`config.mk`:
```
export PLATFORM = sky130hd
export DESIGN_NAME = pwm_load_sequencer
export DESIGN_NICKNAME = d
export VERILOG_FILES = /design/src/rtl/pwm_load_sequencer.sv
export SDC_FILE = /design/constraint.sdc
export NUM_CORES = 1
export LEC_CHECK = 0
export CAP_MARGIN = 20
export CORE_ASPECT_RATIO = 1.2
export CORE_UTILIZATION = 57
export CTS_CLUSTER_DIAMETER = 120
export DETAILED_ROUTE_END_ITERATION = 10
export DONT_BUFFER_PORTS = 1
export PLACE_DENSITY = 0.86
export SLEW_MARGIN = 10
export SYNTH_ARGS = -nofsm -noshare
export SYNTH_HDL_FRONTEND = slang
export SYNTH_SLANG_ARGS = --single-unit
```
`constraint.sdc`:
```
create_clock -name clkfordata -period 2 [get_ports clkfordata]
set_input_delay 0.3 -clock clkfordata [delete_from_list [all_inputs] [get_ports clkfordata]]
set_output_delay 0.3 -clock clkfordata [all_outputs]
set_load 0.05 [all_outputs]
```
`src/rtl/pwm_load_sequencer.sv`:
```
// rtl/pwm_load_sequencer.sv - frame sequencer collecting STAGE duty words and issuing them to the PWM load port
// Optional PWM_SEQ_REPEAT_EN: replay the buffered frame on pwm_done when no new data is offered.
module pwm_load_sequencer #(
    parameter int STAGE  = 8,
    parameter int DWIDTH = 8,
    parameter int CNT_W  = 16
) (
    input  logic              clkfordata,
    input  logic              rst,
    input  logic              en,
    input  logic              in_valid,
    input  logic [DWIDTH-1:0] in_data,
    output logic              in_ready,
    output logic              pwm_start,
    output logic [DWIDTH-1:0] pwm_data,
    input  logic              pwm_done,
    output logic              busy,
    output logic [CNT_W-1:0]  frame_cnt
);

    localparam int IDX_W = (STAGE > 1) ? $clog2(STAGE) : 1;
    localparam logic [IDX_W-1:0] LAST_IDX = IDX_W'(STAGE - 1);

    typedef enum logic [1:0] {
        IDLE    = 2'd0,
        COLLECT = 2'd1,
        LOAD    = 2'd2,
        WAIT    = 2'd3
    } state_t;

    state_t            state;
    logic [IDX_W-1:0]  wr_idx;
    logic [IDX_W-1:0]  rd_idx;
    logic [DWIDTH-1:0] frame_buf [STAGE];
    logic              accept;

    assign accept = in_valid & in_ready;
    assign busy   = (state != IDLE);

    // Outputs are registered alongside the state, so each transition also sets
    // the values the destination state presents in its first cycle.
    always_ff @(posedge clkfordata) begin
        if (rst) begin
            state     <= IDLE;
            wr_idx    <= '0;
            rd_idx    <= '0;
            in_ready  <= 1'b0;
            pwm_start <= 1'b0;
            pwm_data  <= '0;
            frame_cnt <= '0;
            for (int i = 0; i < STAGE; i++) begin
                frame_buf[i] <= '0;
            end
        end else begin
            case (state)
                IDLE: begin
                    if (en) begin
                        state    <= COLLECT;
                        in_ready <= 1'b1;
                    end
                end

                COLLECT: begin
                    if (accept) begin
                        frame_buf[wr_idx] <= in_data;
                        if (wr_idx == LAST_IDX) begin
                            // Word 0 was stored earlier in the frame, so it can be issued now.
                            wr_idx    <= '0;
                            in_ready  <= 1'b0;
                            state     <= LOAD;
                            rd_idx    <= '0;
                            pwm_start <= 1'b1;
                            pwm_data  <= frame_buf[0];
                        end else begin
                            wr_idx <= wr_idx + 1'b1;
                        end
                    end
                end

                LOAD: begin
                    pwm_start <= 1'b0;
                    if (rd_idx == LAST_IDX) begin
                        state    <= WAIT;
                        rd_idx   <= '0;
                        pwm_data <= '0;
                    end else begin
                        rd_idx   <= rd_idx + 1'b1;
                        pwm_data <= frame_buf[rd_idx + 1'b1];
                    end
                end

                WAIT: begin
                    if (pwm_done) begin
                        frame_cnt <= frame_cnt + 1'b1;
`ifdef PWM_SEQ_REPEAT_EN
                        if (en && !in_valid) begin
                            state     <= LOAD;
                            rd_idx    <= '0;
                            pwm_start <= 1'b1;
                            pwm_data  <= frame_buf[0];
                        end else if (en) begin
                            state    <= COLLECT;
                            in_ready <= 1'b1;
                        end else begin
                            state <= IDLE;
                        end
`else
                        if (en) begin
                            state    <= COLLECT;
                            in_ready <= 1'b1;
                        end else begin
                            state <= IDLE;
                        end
`endif
                    end
                end

                default: begin
                    state <= IDLE;
                end
            endcase
        end
    end

endmodule
```
==> impl_table.tex, run 1 <==
\begin{tabular}{lr}
\hline
Metric & Value \\
\hline
\multicolumn{2}{l}{\textbf{Critical path}} \\
Worst path most repeated cell & sky130\_fd\_sc\_hd\_\_nand2\_1 \\
Slowest cell on the critical path & sky130\_fd\_sc\_hd\_\_or4\_4 \\
Largest stage delay, worst path & 590 ps \\
Top fanout value on the critical path & 5 \\
Category of the most critical setup path & flip-flop to flip-flop \\
CP Launch Type & flip-flop \\
WP data required & 2310 ps \\
Arr. time, crit path & 2210 ps \\
Cells along the critical path & ha\_1 -> nand2\_1 -> or4\_4 -> or4\_1 -> nand2\_1 \\
CP endpoint kind & flip-flop \\
\multicolumn{2}{l}{\textbf{GRT}} \\
Gr usage total & 0.235 \\
Initial antenna violation count & 0 \\
Largest net degree at the start of global routing & 34 \\
Number of global-route vias before repair & 3016 \\
Global-route congestion overflow total & 0 \\
First-pass GRT wire length & 14800 um \\
\multicolumn{2}{l}{\textbf{Placed design}} \\
Cell area after placement & 0.00488 mm\^{}2 \\
Gpl congestion & 0.874 \\
Count of input and output buffers & 0 \\
Detailed placement HPWL & 6690 um \\
Post-Place Worst Slack & -85.4 ps \\
\multicolumn{2}{l}{\textbf{Status}} \\
Run status & complete, no violations \\
\multicolumn{2}{l}{\textbf{Die}} \\
Overall die area & 0.00832 mm\^{}2 \\
Standard-cell rows & 35 \\
Core region area & 0.00771 mm\^{}2 \\
Initial Utilization & 0.588 \\
IO Pins & 40 \\
DIE WIDTH & 83.4 um \\
Vert. Die Dim & 99.7 um \\
\multicolumn{2}{l}{\textbf{Timing}} \\
Tcrit/Tclk final & 0.949 \\
Unrepaired setup endpoints after global routing & yes \\
Setup-violating endpoint count in the final report & 0 \\
Maximum clock rate & 0.527 GHz \\
Clock skew after layout & 9.79 ps \\
Actual slew at the worst max-slew pin & 598 ps \\
Count of final hold-check violations & 0 \\
Crit path time final & 1900 ps \\
Max-slew headroom & 0.599 \\
Final critical-path setup slack & 101 ps \\
Slew Viols, Final & 0 \\
\multicolumn{2}{l}{\textbf{Layout}} \\
Signed area change from the synthesized netlist to the final layout & 13.7\% \\
Number of nets at the end of the flow & 441 \\
Diodes inserted & 0 \\
Final standard cell area without fillers & 0.00515 mm\^{}2 \\
Proportion of layout cells with a drive suffix above 1 & 0.199 \\
\multicolumn{2}{l}{\textbf{Routing}} \\
Via Count & 3021 \\
Count of antenna-violating nets left after detailed routing & 0 \\
Vias/cell & 5.87 \\
Iter 0 DRT Violations & 179 \\
Post-detailed-route wirelength per cell & 18.1 um \\
Wirelength, routed & 9330 um \\
Number of detailed-route iterations in the first pass & 4 \\
DRC violations left & 0 \\
\multicolumn{2}{l}{\textbf{Yosys}} \\
Count of state elements after synthesis & 98 \\
Number of enable flip-flop cells after synthesis & 64 \\
Fraction of registers with async set/reset & 0 \\
Biggest area consumer among synthesized cells & sky130\_fd\_sc\_hd\_\_edfxtp\_1 \\
Synthesis warning total & 0 \\
Area contributors post-synth & sky130\_fd\_sc\_hd\_\_edfxtp\_1 42\%, sky130\_fd\_sc\_hd\_\_dfxtp\_1 15\%, sky130\_fd\_sc\_hd\_\_and2\_1 9.0\%, sky130\_fd\_sc\_hd\_\_mux2i\_1 7.9\%, sky130\_fd\_sc\_hd\_\_a22oi\_1 4.1\% \\
Dominant synthesized flop cell & sky130\_fd\_sc\_hd\_\_edfxtp\_1 \\
Syn nets & 409 \\
Seq/Total Area, Yosys & 0.574 \\
Share of the synthesized area in the top cell type & 0.424 \\
Most numerous cell types in the synthesized netlist & 65 x sky130\_fd\_sc\_hd\_\_and2\_1, 64 x sky130\_fd\_sc\_hd\_\_edfxtp\_1, 36 x sky130\_fd\_sc\_hd\_\_mux2i\_1, 34 x sky130\_fd\_sc\_hd\_\_dfxtp\_1, 26 x sky130\_fd\_sc\_hd\_\_nor2\_1 \\
Area of the mapped netlist & 0.00453 mm\^{}2 \\
Avg Synthesized Cell Area & 11.7 um\^{}2 \\
Number of distinct library cells after synthesis & 38 \\
Cell with the most instances after synthesis & sky130\_fd\_sc\_hd\_\_and2\_1 \\
Instance count of the mapped netlist & 386 \\
\multicolumn{2}{l}{\textbf{Power and ir drop}} \\
Peak VDD IR & 0.604 mV \\
Clock network fraction of total power & 0.276 \\
Part of the power in combinational logic & 0.213 \\
Static Leak & 1.89 nW \\
Reported net switching power & 1.47 mW \\
Overall power consumption & 4.73 mW \\
Pwr per Cell Area & 918 mW/mm\^{}2 \\
Sw Share & 0.310 \\
Power Internal & 3.26 mW \\
Relative contribution of sequential cells to total power & 0.512 \\
\multicolumn{2}{l}{\textbf{Clock network}} \\
H-tree depth reported by CTS & 3 \\
Latest clock arrival within the worst-skew pair & 370 ps \\
TritonCTS buffer count & 9 \\
Clock sinks & 98 \\
CTS root buf & sky130\_fd\_sc\_hd\_\_clkbuf\_8 \\
CTS tree & built \\
Clock-pin slew reported for the worst setup and hold paths after clock tree synthesis & 90 ps \\
Maximum buffer depth of the clock tree & 2 \\
\multicolumn{2}{l}{\textbf{Min path}} \\
Type of the most critical hold path & input pin to flip-flop \\
\multicolumn{2}{l}{\textbf{Job}} \\
Count of max-cap constraint violations & 0 \\
\hline
\end{tabular}
registers in the layout (all words and copies together) (netlist names):
signal	flops
frame_buf	64
frame_cnt	16
pwm_data	8
rd_idx	3
wr_idx	3
state	2
in_ready	1
pwm_start	1
routing by layer:
layer,GRT usage,part of all wire
met1,0.253,0.38
met2,0.444,0.54
met3,0.0606,0.067
met4,0.0860,0.017
met5,0,0
worst max-delay path: cells and delay by family, from the launching register on:
| family | cells | cell delay [ps] |
|---|---|---|
| and+or+nand+nor | 4 | 1270 |
| adders and majority gates | 1 | 200 |
| DFF | 1 | 380 |
cell type report:
cell class / instances / area, um^2
Timing Repair Buffer: 34 / 278
Inverter: 5 / 18.8
Tap cell: 92 / 115
Sequential cell: 98 / 2610
Fill cell: 572 / 2550
Multi-Input combinational cell: 270 / 1930
Clock buffer: 9 / 124
Clock inverter: 7 / 76.3
power by group through the flow:
stage	registers, mW	logic (mW)	clock network [mW]
floorplan	2.47	0.707	0
global placement	2.45	0.908	0
detailed placement	2.46	0.945	0
CTS	2.42	0.967	1.32
global route	2.44	1.09	1.39
finish	2.42	1.01	1.30
placed cells by master (no fill, tap or decap), types with 8 or more instances in the layout:
cell type and instances:
sky130_fd_sc_hd__a21oi_1 14, sky130_fd_sc_hd__a22oi_1 25, sky130_fd_sc_hd__and2_1 65, sky130_fd_sc_hd__buf_4 32
sky130_fd_sc_hd__clkbuf_8 9, sky130_fd_sc_hd__dfxtp_1 26, sky130_fd_sc_hd__dfxtp_2 8, sky130_fd_sc_hd__edfxtp_1 64
sky130_fd_sc_hd__ha_1 9, sky130_fd_sc_hd__mux2i_1 36, sky130_fd_sc_hd__nand2_1 11, sky130_fd_sc_hd__nand3_1 17
sky130_fd_sc_hd__nor2_1 20, sky130_fd_sc_hd__xor2_1 9
through the flow:
step,setup TNS (ps),cells,utilization,hold slack (ps)
floorplan,0,386,-,436
global placement,0,497,0.633,372
detailed placement,-277,497,0.633,378
CTS,0,514,0.661,85.9
global route,-8.05,515,0.669,91.1
finish,0,515,0.669,109
logic make-up (layout without fill, tap and decap cells):
kind of cell    Yosys count  count (layout)  share of synthesized area
compound gates           50              50                     0.0742
xor+xnor                 12              12                     0.0232
fa+ha+maj                10              10                     0.0276
buf+inv                  18              55                     0.0157
flops                    98              98                      0.574
mux                      36              36                     0.0795
simple gates            162             162                      0.206
worst paths after layout:
check	startpoint	endpoint	slack (ps)	cells after the start
worst max-delay path	state[0]$_SDFFE_PP0P_	frame_cnt[15]$_SDFFE_PP0P_	100	5
worst max register to register	state[0]$_SDFFE_PP0P_	frame_cnt[15]$_SDFFE_PP0P_	100	5
worst min register to register	rd_idx[1]$_SDFFE_PP0P_	rd_idx[1]$_SDFFE_PP0P_	480	2
worst min-delay path	rst	frame_cnt[13]$_SDFFE_PP0P_	110	2
what timing repair did:
action / CTS / global route
endpoints found under the setup margin: 8 / 67
gates resized for setup: 1 / 11
pin swaps: 0 / 2
hold buffers: 1 / 0
setup buffers: 0 / 0
hold endpoints to repair: 32 / 0
Power figures use the tool's default switching activity.
==> run 2, diff against run 1 <==
--- a/config.mk
+++ b/config.mk
@@ -5,13 +5,15 @@
 export SDC_FILE = /design/constraint.sdc
 export NUM_CORES = 1
 export LEC_CHECK = 0
+export ABC_AREA = 0
 export CAP_MARGIN = 20
 export CORE_ASPECT_RATIO = 1.2
 export CORE_UTILIZATION = 57
 export CTS_CLUSTER_DIAMETER = 120
 export DETAILED_ROUTE_END_ITERATION = 10
 export DONT_BUFFER_PORTS = 1
-export PLACE_DENSITY = 0.86
+export PLACE_DENSITY = 0.75
+export SKIP_LAST_GASP = 1
 export SLEW_MARGIN = 10
 export SYNTH_ARGS = -nofsm -noshare
 export SYNTH_HDL_FRONTEND = slang
==> run 2 against run 1 <==
Compared with the run above: design area down 0.80%; via count down 0.46%; worst hold slack worse by 21 ps; first-iteration DRC count up 0.56%; highest routed layer unchanged.
==> impl_table.tex, run 2 (same netlist as run 1, synthesis figures left out) <==
\begin{tabular}{lr}
\hline
Metric & Value \\
\hline
\multicolumn{2}{l}{\textbf{Routing}} \\
Vias/cell & 5.84 (-0.46\%) \\
Wirelength, routed & 9580 um (+2.6\%) \\
Post-detailed-route wirelength per cell & 18.6 um (+2.6\%) \\
Iter 0 DRT Violations & 180 (+0.56\%) \\
Count of antenna-violating nets left after detailed routing & 0 (unchanged) \\
DRC violations left & 0 (unchanged) \\
Number of detailed-route iterations in the first pass & 4 (unchanged) \\
Via Count & 3007 (-0.46\%) \\
\multicolumn{2}{l}{\textbf{Die}} \\
DIE WIDTH & 83.4 um (unchanged) \\
Vert. Die Dim & 99.7 um (unchanged) \\
Initial Utilization & 0.588 (unchanged) \\
Core region area & 0.00771 mm\^{}2 (unchanged) \\
IO Pins & 40 (unchanged) \\
Overall die area & 0.00832 mm\^{}2 (unchanged) \\
Standard-cell rows & 35 (unchanged) \\
\multicolumn{2}{l}{\textbf{Clock network}} \\
TritonCTS buffer count & 9 (unchanged) \\
Clock sinks & 98 (unchanged) \\
Latest clock arrival within the worst-skew pair & 360 ps (about the same) \\
CTS tree & built \\
Maximum buffer depth of the clock tree & 2 (unchanged) \\
H-tree depth reported by CTS & 3 (unchanged) \\
Clock-pin slew reported for the worst setup and hold paths after clock tree synthesis & 100 ps (about the same) \\
CTS root buf & sky130\_fd\_sc\_hd\_\_clkbuf\_8 \\
\multicolumn{2}{l}{\textbf{Job}} \\
Count of max-cap constraint violations & 0 (unchanged) \\
\multicolumn{2}{l}{\textbf{Layout}} \\
Final standard cell area without fillers & 0.00511 mm\^{}2 (-0.80\%) \\
Number of fillers in the final layout & 591 (+3.3\%) \\
Diodes inserted & 0 (unchanged) \\
Signed area change from the synthesized netlist to the final layout & 12.8\% \\
Number of nets at the end of the flow & 441 (unchanged) \\
Proportion of layout cells with a drive suffix above 1 & 0.187 (-0.0118) \\
Most flop-heavy register & frame\_buf \\
Max reg flops & 64 (unchanged) \\
Registers with the most flip-flops & frame\_buf x64, frame\_cnt x16, pwm\_data x8 \\
Top library cells by usage in the layout, fill and taps aside & 65 x sky130\_fd\_sc\_hd\_\_and2\_1, 64 x sky130\_fd\_sc\_hd\_\_edfxtp\_1, 36 x sky130\_fd\_sc\_hd\_\_mux2i\_1 \\
Commonest non-fill, non-tap cell in the layout & sky130\_fd\_sc\_hd\_\_and2\_1 \\
\multicolumn{2}{l}{\textbf{Timing}} \\
Clock skew after layout & 8.18 ps (-1.61 ps) \\
Setup-violating endpoint count in the final report & 0 (unchanged) \\
Unrepaired setup endpoints after global routing & yes \\
Count of final hold-check violations & 0 (unchanged) \\
Max-slew headroom & 0.613 (+0.0134) \\
Tcrit/Tclk final & 0.956 (+0.00622) \\
Slew Viols, Final & 0 (unchanged) \\
Maximum clock rate & 0.523 GHz (-0.65\%) \\
Actual slew at the worst max-slew pin & 580 ps (-17.6 ps) \\
Crit path time final & 1910 ps (+12.4 ps) \\
\multicolumn{2}{l}{\textbf{GRT}} \\
Gr usage total & 0.245 (+0.0102) \\
First-pass GRT wire length & 15600 um (+5.2\%) \\
Global-route congestion overflow total & 0 (unchanged) \\
Largest net degree at the start of global routing & 34 (unchanged) \\
Number of global-route vias before repair & 3062 (+1.5\%) \\
Initial antenna violation count & 0 (unchanged) \\
\multicolumn{2}{l}{\textbf{Status}} \\
Run status & complete, no violations \\
\multicolumn{2}{l}{\textbf{Placed design}} \\
Count of input and output buffers & 0 (unchanged) \\
Detailed placement HPWL & 6690 um (about the same) \\
Cell area after placement & 0.00488 mm\^{}2 (unchanged) \\
Gpl congestion & 0.793 (-9.2\%) \\
\multicolumn{2}{l}{\textbf{Critical path}} \\
Category of the most critical setup path & flip-flop to flip-flop \\
Buf+Inv Stages, Crit Path & 1 (+1) \\
Arr. time, crit path & 1970 ps (-240 ps) \\
Largest stage delay, worst path & 450 ps (-140 ps) \\
Cells along the critical path & inv\_1 -> ha\_1 -> nand3\_2 -> or3b\_4 -> nor2\_2 -> or2\_2 \\
CP endpoint kind & flip-flop \\
CP Launch Type & flip-flop \\
Top Family by Delay on Critical Path & simple AND/OR/NAND/NOR gates \\
WP data required & 2060 ps (-250 ps) \\
Top fanout value on the critical path & 8 (+3) \\
Slowest cell on the critical path & sky130\_fd\_sc\_hd\_\_or3b\_4 \\
\multicolumn{2}{l}{\textbf{Power and ir drop}} \\
Static Leak & 1.88 nW (-0.45\%) \\
Pwr per Cell Area & 909 mW/mm\^{}2 (-0.90\%) \\
Overall power consumption & 4.65 mW (-1.7\%) \\
Sw Share & 0.323 (+0.0129) \\
Peak VDD IR & 0.909 mV (+51\%) \\
Relative contribution of sequential cells to total power & 0.520 (+0.008) \\
Power Internal & 3.15 mW (-3.5\%) \\
Part of the power in combinational logic & 0.220 (+0.007) \\
Reported net switching power & 1.50 mW (+2.4\%) \\
Clock network fraction of total power & 0.261 (-0.015) \\
\multicolumn{2}{l}{\textbf{Min path}} \\
Type of the most critical hold path & input pin to flip-flop \\
\hline
\end{tabular}
run 2: power by group through the flow:
stage,Sequential [mW],Combinational [mW],Clock (mW)
4_1_cts,2.42,0.973,1.24
6_report,2.42,1.02,1.21
5_1_grt,2.43,1.11,1.32
3_5_place_dp,2.46,0.954,0
2_1_floorplan,2.47,0.707,0
3_3_place_gp,2.46,0.926,0
run 2: timing repair:
item,4_1_cts,5_1_grt
buffers inserted,0,0
setup endpoints to repair,0,2
endpoints found under the hold margin,31,1
resized for setup,0,3
hold buffers,1,1
run 2: routing by layer:
layer  global-route usage  vias up  share of wire
li1                     -     1469              -
met5                    0        -              0
met2                0.426       80           0.51
met4               0.0900        0          0.023
met1                0.295     1438           0.41
met3               0.0656       20          0.051
run 2: stage by stage:
| step | setup TNS (ps) | instances | util | hold WS, ps | worst slack (ps) |
|---|---|---|---|---|---|
| 2_1_floorplan | 0 | 386 | - | 436 | 5.75 |
| 3_3_place_gp | 0 | 497 | 0.633 | 368 | 148 |
| 3_5_place_dp | 0 | 497 | 0.633 | 374 | 108 |
| 4_1_cts | 0 | 514 | 0.660 | 0.643 | 84.4 |
| 5_1_grt | -16.8 | 515 | 0.663 | 91.0 | -12.1 |
| 6_report | 0 | 515 | 0.663 | 87.9 | 88.9 |
run 2: layout make-up:
cell class	count	area, um^2	share of cell area
inverters	5	18.8	0.00367
clock buffers	9	124	0.0242
repair buffers	34	270	0.0529
clock inverters	7	61.3	0.0120
well taps	92	115	0.0225
flip-flops and latches	98	2610	0.510
multi-input cells	270	1910	0.374
run 2: final timing paths:
check	startpoint	slack [ps]	depth (start not counted)	to
setup reg to reg	state[1]$_SDFFE_PP0P_	90	6	frame_buf[3][5]$_SDFFCE_PN0P_
hold reg to reg	rd_idx[1]$_SDFFE_PP0P_	470	2	rd_idx[1]$_SDFFE_PP0P_
hold / removal	pwm_done	90	2	frame_cnt[1]$_SDFFE_PP0P_
setup / recovery	state[1]$_SDFFE_PP0P_	90	6	frame_buf[3][5]$_SDFFCE_PN0P_
==> run 3, diff against run 2 <==
--- a/config.mk
+++ b/config.mk
@@ -8,11 +8,11 @@
 export ABC_AREA = 0
 export CAP_MARGIN = 20
 export CORE_ASPECT_RATIO = 1.2
-export CORE_UTILIZATION = 57
+export CORE_UTILIZATION = 40
 export CTS_CLUSTER_DIAMETER = 120
 export DETAILED_ROUTE_END_ITERATION = 10
 export DONT_BUFFER_PORTS = 1
-export PLACE_DENSITY = 0.75
+export RECOVER_POWER = 50
 export SKIP_LAST_GASP = 1
 export SLEW_MARGIN = 10
 export SYNTH_ARGS = -nofsm -noshare
==> run 3 against run 2 <==
Compared with the run above: count of clock-buffer cells in the layout up 4; first-iteration DRC count down 30%; clock skew down 3.0 ps; via count down 2.1%; worst hold slack worse by 66 ps; power up 8.1%; critical path type unchanged; largest power group unchanged.
==> impl_table.tex, run 3 (same netlist as run 1, synthesis figures left out) <==
\begin{tabular}{lr}
\hline
Metric & Value \\
\hline
\multicolumn{2}{l}{\textbf{Job}} \\
Count of max-cap constraint violations & 0 (unchanged) \\
\multicolumn{2}{l}{\textbf{Placed design}} \\
Gpl congestion & 0.790 (-0.35\%) \\
Post-Place Worst Slack & 99.6 ps (-8.43 ps) \\
Cell area after placement & 0.00494 mm\^{}2 (+1.2\%) \\
Detailed placement HPWL & 7030 um (+5.1\%) \\
Count of input and output buffers & 0 (unchanged) \\
\multicolumn{2}{l}{\textbf{Critical path}} \\
Top Family by Delay on Critical Path & simple AND/OR/NAND/NOR gates \\
CP Launch Type & flip-flop \\
WP data required & 2040 ps (-20 ps) \\
Cells along the critical path & inv\_1 -> ha\_1 -> nand3\_2 -> or3b\_4 -> nor2\_1 -> or2\_2 \\
Slowest cell on the critical path & sky130\_fd\_sc\_hd\_\_or3b\_4 \\
Largest stage delay, worst path & 430 ps (-20 ps) \\
CP endpoint kind & flip-flop \\
Flop-to-flop setup slack & 100 ps (about the same) \\
Top fanout value on the critical path & 8 (unchanged) \\
Arr. time, crit path & 1940 ps (-30 ps) \\
Category of the most critical setup path & flip-flop to flip-flop \\
Buf+Inv Stages, Crit Path & 1 (unchanged) \\
\multicolumn{2}{l}{\textbf{Clock network}} \\
CTS tree & built \\
CTS root buf & sky130\_fd\_sc\_hd\_\_clkbuf\_16 \\
Latest clock arrival within the worst-skew pair & 340 ps (-20 ps) \\
Post-CTS Hold Fix Bufs & 0 (-1) \\
Clock-pin slew reported for the worst setup and hold paths after clock tree synthesis & 60 ps (-40 ps) \\
Clock sinks & 98 (unchanged) \\
TritonCTS buffer count & 9 (unchanged) \\
Maximum buffer depth of the clock tree & 2 (unchanged) \\
H-tree depth reported by CTS & 3 (unchanged) \\
\multicolumn{2}{l}{\textbf{Routing}} \\
Via Count & 2943 (-2.1\%) \\
Iter 0 DRT Violations & 126 (-30\%) \\
Wirelength, routed & 10000 um (+4.8\%) \\
Vias/cell & 5.31 (-9.0\%) \\
Count of antenna-violating nets left after detailed routing & 0 (unchanged) \\
DRC violations left & 0 (unchanged) \\
Number of detailed-route iterations in the first pass & 4 (unchanged) \\
Post-detailed-route wirelength per cell & 18.1 um (-2.6\%) \\
\multicolumn{2}{l}{\textbf{Die}} \\
Vert. Die Dim & 119 um (+19\%) \\
Core region area & 0.0110 mm\^{}2 (+43\%) \\
IO Pins & 40 (unchanged) \\
DIE WIDTH & 99.2 um (+19\%) \\
Initial Utilization & 0.411 (-0.177) \\
Overall die area & 0.0118 mm\^{}2 (+41\%) \\
Standard-cell rows & 42 (+20\%) \\
\multicolumn{2}{l}{\textbf{GRT}} \\
Met2 global-route usage & 0.282 (-0.144) \\
GR peak layer & met2 \\
Global-route congestion overflow total & 0 (unchanged) \\
Gr usage total & 0.182 (-0.0631) \\
Number of global-route vias before repair & 2834 (-7.4\%) \\
Largest net degree at the start of global routing & 47 (+38\%) \\
Initial antenna violation count & 0 (unchanged) \\
Global-route met3 utilization & 0.0319 (-0.0336) \\
First-pass GRT wire length & 15900 um (+2.1\%) \\
Met1 Track Usage GR & 0.247 (-0.0481) \\
\multicolumn{2}{l}{\textbf{Timing}} \\
Clock skew after layout & 5.16 ps (-3.02 ps) \\
Tcrit/Tclk final & 0.951 (-0.00436) \\
Max-slew headroom & 0.528 (-0.0843) \\
Actual slew at the worst max-slew pin & 707 ps (+127 ps) \\
Total negative setup slack & 0 ps (unchanged) \\
Setup-violating endpoint count in the final report & 0 (unchanged) \\
Maximum clock rate & 0.526 GHz (+0.46\%) \\
Unrepaired setup endpoints after global routing & no \\
Crit path time final & 1900 ps (-8.73 ps) \\
Final critical-path setup slack & 97.6 ps (+8.73 ps) \\
Count of final hold-check violations & 0 (unchanged) \\
Slew Viols, Final & 0 (unchanged) \\
\multicolumn{2}{l}{\textbf{Layout}} \\
Commonest non-fill, non-tap cell in the layout & sky130\_fd\_sc\_hd\_\_edfxtp\_1 \\
Registers with the most flip-flops & frame\_buf x64, frame\_cnt x16, pwm\_data x8 \\
Number of fillers in the final layout & 1019 (+72\%) \\
Most flop-heavy register & frame\_buf \\
Signed area change from the synthesized netlist to the final layout & 14.0\% \\
Proportion of layout cells with a drive suffix above 1 & 0.140 (-0.0470) \\
Number of nets at the end of the flow & 440 (-0.23\%) \\
Area of the multi-input gates & 0.00190 mm\^{}2 (-0.72\%) \\
Final standard cell area without fillers & 0.00517 mm\^{}2 (+1.1\%) \\
Max reg flops & 64 (unchanged) \\
Reg area & 0.00261 mm\^{}2 (about the same) \\
Diodes inserted & 0 (unchanged) \\
Top library cells by usage in the layout, fill and taps aside & 64 x sky130\_fd\_sc\_hd\_\_edfxtp\_1, 56 x sky130\_fd\_sc\_hd\_\_and2\_1, 36 x sky130\_fd\_sc\_hd\_\_mux2i\_1 \\
\multicolumn{2}{l}{\textbf{Power and ir drop}} \\
Static Leak & 1.85 nW (-1.4\%) \\
Overall power consumption & 5.03 mW (+8.1\%) \\
Pwr per Cell Area & 972 mW/mm\^{}2 (+6.9\%) \\
Peak VDD IR & 0.375 mV (-59\%) \\
\multicolumn{2}{l}{\textbf{Status}} \\
Run status & complete, no violations \\
\multicolumn{2}{l}{\textbf{Min path}} \\
Type of the most critical hold path & input pin to flip-flop \\
\hline
\end{tabular}
[run 3: cell types whose count changed in the layout (fill, tap and decap cells not counted), moves of 2 or more]
cell and change:
sky130_fd_sc_hd__and2_0 +9, sky130_fd_sc_hd__and2_1 -9, sky130_fd_sc_hd__buf_4 -12, sky130_fd_sc_hd__clkbuf_1 +16
sky130_fd_sc_hd__clkbuf_16 +10, sky130_fd_sc_hd__clkbuf_8 -9, sky130_fd_sc_hd__inv_6 -2, sky130_fd_sc_hd__inv_8 -2
sky130_fd_sc_hd__nor2_1 +4, sky130_fd_sc_hd__nor2_2 -4
[run 3: routing by layer]
layer | part of all wire | vias to the layer above | wire length, um
met5 | 0 | - | 0
met4 | 0.024 | 0 | 236
met3 | 0.032 | 15 | 322
met2 | 0.47 | 41 | 4750
met1 | 0.47 | 1427 | 4720
li1 | - | 1460 | -
[run 3: path summary, 6_finish.rpt]
check	depth (start not counted)	from	end
hold / removal	1	rst	frame_cnt[10]$_SDFFE_PP0P_
hold reg to reg	2	rd_idx[1]$_SDFFE_PP0P_	rd_idx[1]$_SDFFE_PP0P_
setup / recovery	6	state[1]$_SDFFE_PP0P_	frame_buf[5][2]$_SDFFCE_PN0P_
setup reg to reg	6	state[1]$_SDFFE_PP0P_	frame_buf[5][2]$_SDFFCE_PN0P_
[run 3: worst register-to-register path, stage by stage, from the launching register on]
cell	delay, ps
sky130_fd_sc_hd__dfxtp_2	340
sky130_fd_sc_hd__inv_1	100
sky130_fd_sc_hd__ha_1	200
sky130_fd_sc_hd__nand3_2	110
sky130_fd_sc_hd__or3b_4	430
sky130_fd_sc_hd__nor2_1	160
sky130_fd_sc_hd__or2_2	260
[run 3: what timing repair did]
| item | in CTS | in global routing |
|---|---|---|
| resized for setup | 0 | 3 |
| setup endpoints to repair | 0 | 3 |
| setup buffers | 0 | 0 |
[run 3: final cells by class]
type                            count  share of cell area
Sequential cell                    98               0.505
Clock inverter                      3             0.00290
Timing Repair Buffer               33              0.0385
Clock buffer                       13              0.0506
Tap cell                          132              0.0319
Inverter                            5             0.00363
Multi-Input combinational cell    270               0.368
[run 3: metrics by stage]
stage | util | hold WS [ps] | instances
floorplan | - | 436 | 386
global placement | 0.447 | 370 | 538
detailed placement | 0.447 | 375 | 538
CTS | 0.472 | 8.97 | 554
global route | 0.469 | 7.43 | 554
finish | 0.469 | 21.7 | 554
[run 3: report_power, final]
part	switching, mW	internal (mW)	leakage (nW)	total [mW]
registers	0.150	2.26	0.939	2.41
clock network	0.717	0.915	0.140	1.63
logic	0.596	0.386	0.771	0.982
